`src/rtl/connect4_pkg.sv`:
```
// rtl/connect4_pkg.sv - shared types and constants for the keypad command conditioner
package connect4_pkg;

    localparam logic [3:0] KEY_NONE = 4'h0;
    localparam int COL_W = 3;
    localparam int DEBOUNCE_CYCLES_DEFAULT = 1_000_000;

    typedef enum logic {
        IDLE = 1'b0,
        HELD = 1'b1
    } key_state_t;

    typedef struct packed {
        logic [COL_W-1:0] col;
        logic             pop;
    } cmd_t;

endpackage

```
`src/rtl/debounce_sync.sv`:
```
// rtl/debounce_sync.sv - 2-flop synchroniser plus debounce counter with stable value and rise pulse
module debounce_sync
    import connect4_pkg::*;
#(
    parameter int WIDTH           = 1,
    parameter int DEBOUNCE_CYCLES = DEBOUNCE_CYCLES_DEFAULT
) (
    input  logic             clk,
    input  logic             rst,
    input  logic [WIDTH-1:0] din,
    output logic [WIDTH-1:0] stable,
    output logic [WIDTH-1:0] stable_nxt,
    output logic [WIDTH-1:0] rise
);

    localparam int CNT_W = (DEBOUNCE_CYCLES > 2) ? $clog2(DEBOUNCE_CYCLES) : 1;
    localparam logic [CNT_W-1:0] CNT_MAX = CNT_W'(DEBOUNCE_CYCLES - 1);

    logic [WIDTH-1:0] sync1;
    logic [WIDTH-1:0] sync2;
    logic [WIDTH-1:0] cand;
    logic [CNT_W-1:0] cnt;

    // Exposed so downstream logic can react on the same edge the stable value updates.
    assign stable_nxt = (cnt == CNT_MAX) ? cand : stable;

    always_ff @(posedge clk or posedge rst) begin
        if (rst) begin
            sync1  <= '0;
            sync2  <= '0;
            cand   <= '0;
            cnt    <= '0;
            stable <= '0;
            rise   <= '0;
        end else begin
            sync1 <= din;
            sync2 <= sync1;
            if (sync2 != cand) begin
                cand <= sync2;
                cnt  <= '0;
            end else if (cnt != CNT_MAX) begin
                cnt <= cnt + 1'b1;
            end
            stable <= stable_nxt;
            rise   <= stable_nxt & ~stable;
        end
    end

endmodule

```
`src/rtl/keypad_cmd_conditioner.sv`:
```
// rtl/keypad_cmd_conditioner.sv - keypad/button conditioner issuing column commands; CMD_SKID_EN adds a one-entry skid
module keypad_cmd_conditioner
    import connect4_pkg::*;
#(
    parameter int DEBOUNCE_CYCLES = DEBOUNCE_CYCLES_DEFAULT,
    parameter int NUM_COLS        = 7
) (
    input  logic             clk,
    input  logic             clr,
    input  logic [3:0]       key_code,
    input  logic             pop_in,
    input  logic             btn_game,
    input  logic             btn_score,
    output logic             cmd_valid,
    input  logic             cmd_ready,
    output logic [COL_W-1:0] cmd_col,
    output logic             cmd_pop,
    output logic             cmd_overrun,
    output logic             reset_game_pulse,
    output logic             reset_score_pulse
);

    logic [4:0] kp_stable, kp_nxt, kp_rise;
    logic       bg_stable, bg_nxt;
    logic       bs_stable, bs_nxt;
    logic       unused_dbg;

    debounce_sync #(.WIDTH(5), .DEBOUNCE_CYCLES(DEBOUNCE_CYCLES)) u_key_db (
        .clk(clk), .rst(clr), .din({pop_in, key_code}),
        .stable(kp_stable), .stable_nxt(kp_nxt), .rise(kp_rise)
    );

    debounce_sync #(.WIDTH(1), .DEBOUNCE_CYCLES(DEBOUNCE_CYCLES)) u_game_db (
        .clk(clk), .rst(clr), .din(btn_game),
        .stable(bg_stable), .stable_nxt(bg_nxt), .rise(reset_game_pulse)
    );

    debounce_sync #(.WIDTH(1), .DEBOUNCE_CYCLES(DEBOUNCE_CYCLES)) u_score_db (
        .clk(clk), .rst(clr), .din(btn_score),
        .stable(bs_stable), .stable_nxt(bs_nxt), .rise(reset_score_pulse)
    );

    assign unused_dbg = ^{kp_stable, kp_rise, bg_stable, bg_nxt, bs_stable, bs_nxt};

    logic [3:0] key_nxt;
    logic       pop_nxt;
    assign key_nxt = kp_nxt[3:0];
    assign pop_nxt = kp_nxt[4];

    key_state_t state, state_nxt;
    logic       gen;
    cmd_t       gen_cmd;

    always_ff @(posedge clk or posedge clr) begin
        if (clr) state <= IDLE;
        else     state <= state_nxt;
    end

    // A command is only issued on the IDLE->HELD edge; key changes while held are ignored.
    always_comb begin
        state_nxt = state;
        gen       = 1'b0;
        gen_cmd   = '0;
        case (state)
            IDLE: begin
                if (key_nxt != KEY_NONE) begin
                    state_nxt = HELD;
                    if (int'(key_nxt) <= NUM_COLS) begin
                        gen         = 1'b1;
                        gen_cmd.col = COL_W'(key_nxt - 4'd1);
                        gen_cmd.pop = pop_nxt;
                    end
                end
            end
            HELD: begin
                if (key_nxt == KEY_NONE) state_nxt = IDLE;
            end
            default: state_nxt = IDLE;
        endcase
    end

    cmd_t out_cmd;
    logic xfer;
    assign xfer    = cmd_valid && cmd_ready;
    assign cmd_col = out_cmd.col;
    assign cmd_pop = out_cmd.pop;

`ifdef CMD_SKID_EN
    cmd_t skid_cmd;
    logic skid_valid;

    always_ff @(posedge clk or posedge clr) begin
        if (clr) begin
            cmd_valid   <= 1'b0;
            out_cmd     <= '0;
            cmd_overrun <= 1'b0;
            skid_cmd    <= '0;
            skid_valid  <= 1'b0;
        end else begin
            cmd_overrun <= 1'b0;
            if (reset_game_pulse) begin
                cmd_valid  <= 1'b0;
                skid_valid <= 1'b0;
            end else if (xfer) begin
                if (skid_valid) begin
                    out_cmd    <= skid_cmd;
                    cmd_valid  <= 1'b1;
                    skid_valid <= gen;
                    if (gen) skid_cmd <= gen_cmd;
                end else begin
                    cmd_valid <= gen;
                    if (gen) out_cmd <= gen_cmd;
                end
            end else if (!cmd_valid) begin
                if (gen) begin
                    out_cmd   <= gen_cmd;
                    cmd_valid <= 1'b1;
                end
            end else if (gen) begin
                if (!skid_valid) begin
                    skid_cmd   <= gen_cmd;
                    skid_valid <= 1'b1;
                end else begin
                    cmd_overrun <= 1'b1;
                end
            end
        end
    end
`else
    always_ff @(posedge clk or posedge clr) begin
        if (clr) begin
            cmd_valid   <= 1'b0;
            out_cmd     <= '0;
            cmd_overrun <= 1'b0;
        end else begin
            cmd_overrun <= 1'b0;
            if (reset_game_pulse) begin
                cmd_valid <= 1'b0;
            end else if (gen) begin
                if (!cmd_valid || xfer) begin
                    out_cmd   <= gen_cmd;
                    cmd_valid <= 1'b1;
                end else begin
                    cmd_overrun <= 1'b1;
                end
            end else if (xfer) begin
                cmd_valid <= 1'b0;
            end
        end
    end
`endif

endmodule

```
`config.mk`:
```
export PLATFORM = sky130hd
export DESIGN_NAME = keypad_cmd_conditioner
export DESIGN_NICKNAME = d
export VERILOG_FILES = /design/src/rtl/connect4_pkg.sv /design/src/rtl/debounce_sync.sv /design/src/rtl/keypad_cmd_conditioner.sv
export SDC_FILE = /design/constraint.sdc
export NUM_CORES = 1
export LEC_CHECK = 0
export CORE_UTILIZATION = 60
export DETAILED_ROUTE_END_ITERATION = 7
export GPL_ROUTABILITY_DRIVEN = 0
export PLACE_DENSITY = 0.78
export SETUP_SLACK_MARGIN = 0.5
export SYNTH_ARGS = -nofsm -noshare
export SYNTH_HDL_FRONTEND = slang
export SYNTH_SLANG_ARGS = --single-unit
```
`constraint.sdc`:
```
create_clock -name clk -period 3.53 [get_ports clk]
set_input_delay 0.706 -clock clk [delete_from_list [all_inputs] [get_ports clk]]
set_output_delay 0.706 -clock clk [all_outputs]
set_load 0.03 [all_outputs]
```
After elaboration in Yosys (flattened, before gate mapping)
Index checks and enable logic that the tools add are counted.
- bits in latches: 0
- output and inout bits: 8
- RAM bits: 0
- memories kept: 0
- input bits: 10
- bits in registers: 97
- memory bits (read-only): 0
- word-level logic and storage cells: 79
- bitwise operators: 6
- add/subtract/negate cells: 4
- reductions and logical operators: 11
- $lt $le $gt $ge: 1
- equality and inequality tests: 10
- divide/modulo/power cells: 0
- $mul: 0
- shift-type cells: 0
- muxes and demuxes: 25
- operators with widths (kind ; count):
    20-bit two-way mux ; 6
    20-bit by 1-bit adder with 20-bit output, second input constant ; 3
    20-bit equality test, second input constant ; 3
    20-bit != test, second input constant ; 3
    1-bit two-way mux ; 14
    4-bit two-way mux ; 3
    2-bit nonzero test ; 3
    5-bit two-way mux ; 1
    5-bit != test ; 1
    4-bit by 3-bit <= comparator with 1-bit output, second input constant ; 1
    4-bit logical NOT ; 1
    1-bit inverter ; 4
    4-bit nonzero test ; 1
    3-bit by 1-bit != test with 1-bit output, second input constant ; 1
    3-bit AND reduction ; 1
    3-bit nonzero test ; 1
    3-bit by 1-bit subtractor with 3-bit output, second input constant ; 1
    1-bit AND ; 2
    1-bit != test ; 2
    1-bit one-hot mux with 2 select lines ; 1
    2-bit AND reduction ; 1
    1-bit logical AND ; 1
    1-bit logical NOT ; 1
    1-bit logical OR ; 1

Depth between registers and ports, before layout
- depth after elaboration: 8
- gate-level depth with buffers: 13
- gate-level depth less buffers: 11

Hierarchy
Synthesis repeated with hierarchy kept, for this count alone.
- cell total of the unflattened synthesis: 447
- area total of the unflattened synthesis: 4778.3 µm²
- by module, submodules not included (module ; sequential area each (µm²) ; cells each ; instances ; area each (µm²)):
    debounce_sync (u_game_db ...) ; 625.6 ; 126 ; 2 ; 1283.7
    debounce_sync (u_key_db) ; 1126.1 ; 169 ; 1 ; 1866.8
    keypad_cmd_conditioner ; 175.2 ; 26 ; 1 ; 344.1

Least setup slack after synthesis
OpenSTA, ideal clock, no wires.
- path type: register -> register
- start point: register u_key_db.cnt[0]
- end point: register out_cmd, in the netlist cmd_col[0]
- clock period less this slack: 2838 ps
- required time: 3407 ps
- setup time: 123 ps
- cell stages (with the launch flop): 14
- arrival time: 2715 ps
- slack: 692 ps
- buffers on the path: 2
- cells stage by stage: dfrtp_1 ha_1 inv_1 or2_0 buf_6 or2_1 buf_6 nor2_1 a21oi_1 ha_1 a211oi_1 nand2_1 or3_1 o221a_1
- longest elaborated chain between the ends: 7
- elaborated cells on any way between the ends: 12
- classes of those cells: add/sub (1); order compare (1); eq/ne (1); mux (7); reduce/logical (2)
- RTL lines (what ; line ; RTL):
    start, declared ; debounce_sync.sv:22 ; logic [CNT_W-1:0] cnt;
    start signal, assigned ; debounce_sync.sv:42 ; cnt <= cnt + 1'b1;
    20-bit equality test * ; debounce_sync.sv:25 ; assign stable_nxt = (cnt == CNT_MAX) ? cand : stable;
    5-bit two-way mux * ; debounce_sync.sv:25 ;
    4-bit by 3-bit <= comparator with 1-bit output ; keypad_cmd_conditioner.sv:68 ; if (int'(key_nxt) <= NUM_COLS) begin
    1-bit two-way mux ; keypad_cmd_conditioner.sv:68 ;
    1-bit two-way mux ; keypad_cmd_conditioner.sv:66 ; if (key_nxt != KEY_NONE) begin
    1-bit two-way mux ; keypad_cmd_conditioner.sv:64 ; case (state)
    3-bit AND reduction (no source line) ; -- ;
    end signal, assigned ; keypad_cmd_conditioner.sv:141 ; out_cmd <= gen_cmd;
    end, declared ; keypad_cmd_conditioner.sv:82 ; cmd_t out_cmd;
Mark *: on every way between the ends. The rest lies on a longest branch, timed or not.
A chain may end at the register's enable or synchronous reset.

Worst setup path in the final report
- start point: register u_key_db.cnt[0]
- end point: register out_cmd, in the netlist cmd_pop
The elaborated chain is that of the path after synthesis.

==> impl_results.md <==
- Outcome: finished clean
- Number of distinct library cells after synthesis: 44
- CTS tree: yes
- Starting DRC count in detailed routing: 132
- Crit path required time: 3780 ps
- Cell taking the most area after synthesis: sky130_fd_sc_hd__dfrtp_1
- Floorplan core area: 6870 um2
- Largest net degree at the start of global routing: 75
- Endpoint type of the worst setup path: register
- Hold violation total from the final report: 0
- DRC: 0
- Synthesized area: 4330 um2
- Initial Util: 63.1%
- Setup violation total in the final timing report: 0
- Class of the tightest hold or removal check: register to register
- Primary FF master, synth: sky130_fd_sc_hd__dfrtp_1
- Sequential element share of the synthesized area: 56.0%
- Worst Setup Start Kind: register
- Number of iterations in the first detailed-routing pass: 4
- Width of the die: 87.0 um
- Average instance area after synthesis: 10.6 um2
- Most frequent standard cell in the layout excluding fill and tap cells: sky130_fd_sc_hd__dfrtp_1
- Register clock-pin slew on the reported worst setup and hold paths: 90 ps
- Final core area utilization: 70.3%
- Ranking of synthesized cells by area: sky130_fd_sc_hd__dfrtp_1, sky130_fd_sc_hd__xor2_1, sky130_fd_sc_hd__nor2_1
- Clock Root Buffer: sky130_fd_sc_hd__clkbuf_8
- Maximum Capacitance Violations: 0
- Top Ports: 18
- Number of instances in the synthesized netlist: 407
- Signed area change from the synthesized netlist to the final layout: 11.4%
- Clk_skew: 4.99 ps
- Setup Crit Path Kind: register to register
- Arrival time at the worst endpoint: 3090 ps
- Inserted Diodes: 0
- Total routing resource utilization after global routing: 21.5%
- Detailed-route wire length per cell: 14.0 um
- Via count normalized by instance count: 5.59
- DP Worst Slack: 304 ps
- Maximum buffer depth of the clock tree: 2
- TritonCTS Sinks: 97
- Leading cell types in the layout, fill and taps excluded: sky130_fd_sc_hd__dfrtp_1, sky130_fd_sc_hd__nor2_1, sky130_fd_sc_hd__xor2_1
- PwrDens: 404 nW/um2
- Maximum resistive drop on vdd: 0.259 mV
- Achievable clock frequency: 352 MHz
- Fraction of post-synthesis cell area in the top cell type by area: 56.0%
- Synth Net Count: 421
- Most frequent CP cell: sky130_fd_sc_hd__or2_4
- Async S/R FF share, synth: 100%
- Die H: 87.0 um
- Leakage power total: 2.07 nW
- Number of antenna violations at the first check in global routing: 0
- Part of the cycle the worst path needs: 80.5%
- Via count of the first global-routing pass: 2825
- Synthesis warning total: 0
- TNS Setup: 0 ps
- Total via count in the routed design: 2944
- Worst-margin pin slew: 706 ps
- Slew Limit Fails: 0
- Total of flip-flops plus latches after synthesis: 97
- Critical path's slowest cell: sky130_fd_sc_hd__dfrtp_1
- Post-DP HPWL: 4970 um
- Standard-cell row count: 30
- Sequential cell area: 2430 um2
- Fraction of final layout cells sized beyond drive strength 1: 9.28%
- Worst Path Max Fanout: 10
- CP peak stage delay: 380 ps
- TritonCTS Buffers: 9
- Clock latency at the later pin of the worst-skew pair: 360 ps
- Smallest hold slack: 354 ps
- Cell-by-cell trace of the critical path: ha_2 > inv_1 > or2_4 > or2_4 > nor2_1 > a21oi_1 > ha_1 > a211oi_2 > nand2_1 > or3_1 > o221a_1
- Max-Slew Margin vs Limit: 52.8%
- DRT antenna net count: 0
- Number of synthesized flops with an enable pin: 0
- Area taken by multi-input logic gates: 1810 um2
- Total number of nets in the final design: 440
- Routed WL: 7350 um
- Global route overflow: 0
- Least setup slack across all paths after layout: 690 ps
- Number of H-tree levels: 3
- Unrepaired setup endpoints after global routing: no
- Fillers: 519
- IO Port Bufs: 17
- Die Footprint: 7570 um2
- Global-route wire length before repair: 12400 um
- Minimum clock period after layout: 2840 ps
registers in the layout (all words and copies together), names as in the netlist, 3 cells and up:
signal / count
u_key_db.sync1: 5
u_key_db.sync2: 5
u_score_db.cnt: 20
u_key_db.stable: 5
u_key_db.cand: 5
cmd_col: 3
u_key_db.cnt: 20
u_game_db.cnt: 20
final timing paths:
path	to	startpoint	slack, ps	cells past startpoint
min reg2reg	u_key_db.sync2[2]$_DFF_PP0_	u_key_db.sync1[2]$_DFF_PP0_	350	0
min in group asynchronous	u_score_db.cnt[9]$_DFFE_PP0P_	clr	720	2
max reg2reg	cmd_pop$_DFFE_PP0P_	u_key_db.cnt[0]$_DFFE_PP0P_	690	11
min	u_key_db.sync2[2]$_DFF_PP0_	u_key_db.sync1[2]$_DFF_PP0_	350	0
max in group asynchronous	u_key_db.cnt[2]$_DFFE_PP0P_	clr	2080	3
max	cmd_pop$_DFFE_PP0P_	u_key_db.cnt[0]$_DFFE_PP0P_	690	11
cell usage after synthesis, types with 6 or more instances:
master                     number
sky130_fd_sc_hd__a21oi_1        7
sky130_fd_sc_hd__and3_1         6
sky130_fd_sc_hd__and4_1         7
sky130_fd_sc_hd__clkbuf_1      14
sky130_fd_sc_hd__dfrtp_1       97
sky130_fd_sc_hd__inv_1         11
sky130_fd_sc_hd__nand2_1       27
sky130_fd_sc_hd__nand3_1       20
sky130_fd_sc_hd__nand4_1       14
sky130_fd_sc_hd__nor2_1        63
sky130_fd_sc_hd__nor3_1        11
sky130_fd_sc_hd__o21ai_0        6
sky130_fd_sc_hd__xnor2_1       14
sky130_fd_sc_hd__xor2_1        42
power breakdown:
group | leakage, nW | switching [mW] | internal [mW]
Sequential | 1.29 | 0.0225 | 1.13
Clock | 0.0994 | 0.373 | 0.327
Combinational | 0.678 | 0.0591 | 0.0346
cells by family after synthesis:
| logic type | after synthesis | synth area share, % |
|---|---|---|
| AO/OA/AOI/OAI | 36 | 5.78 |
| XOR/XNOR | 56 | 11.3 |
| adder cells (fa/ha/maj) | 4 | 1.16 |
| AND/OR/NAND/NOR | 179 | 21.1 |
| buffers and inverters | 27 | 2.69 |
| flip-flops | 97 | 56.0 |
| multiplexers | 8 | 1.93 |
worst max-delay path, delay by kind of cell, from the launching register on:
kind                     cells  cell delay, ps
buffers and inverters        1              70
AND/OR/NAND/NOR              5            1240
AO/OA/AOI/OAI                3             590
flip-flops                   1             380
adder cells (fa/ha/maj)      2             450
layout make-up:
class | instances | share of cell area, %
flip-flops and latches | 97 | 50.3
clock buffers | 9 | 2.57
repair buffers | 24 | 4.87
inverters | 11 | 0.933
clock inverters | 7 | 1.45
well taps | 96 | 2.49
multi-input cells | 283 | 37.4
metal layers:
metal	GRT usage (%)	part of all wire, %
met1	27.5	47
met2	34.8	49
met3	6.07	3.0
met4	8.18	1.5
met5	0	0
per-stage QoR:
step	instances	total power, mW	cell area, um2
after CTS	525	1.98	4800
final	527	1.95	4830
after detailed placement	509	1.27	4600
after global placement	509	1.27	4600
after global routing	527	2.04	4830
after floorplan	407	1.24	4340
timing repair:
action / 4_1_cts / 5_1_grt
buffers inserted: 0 / 2
endpoints found under the hold margin: 0 / 0
hold buffers: 0 / 0
gates resized for setup: 3 / 3
endpoints found under the setup margin: 3 / 4
No activity file was read; power rests on OpenSTA's default activity.
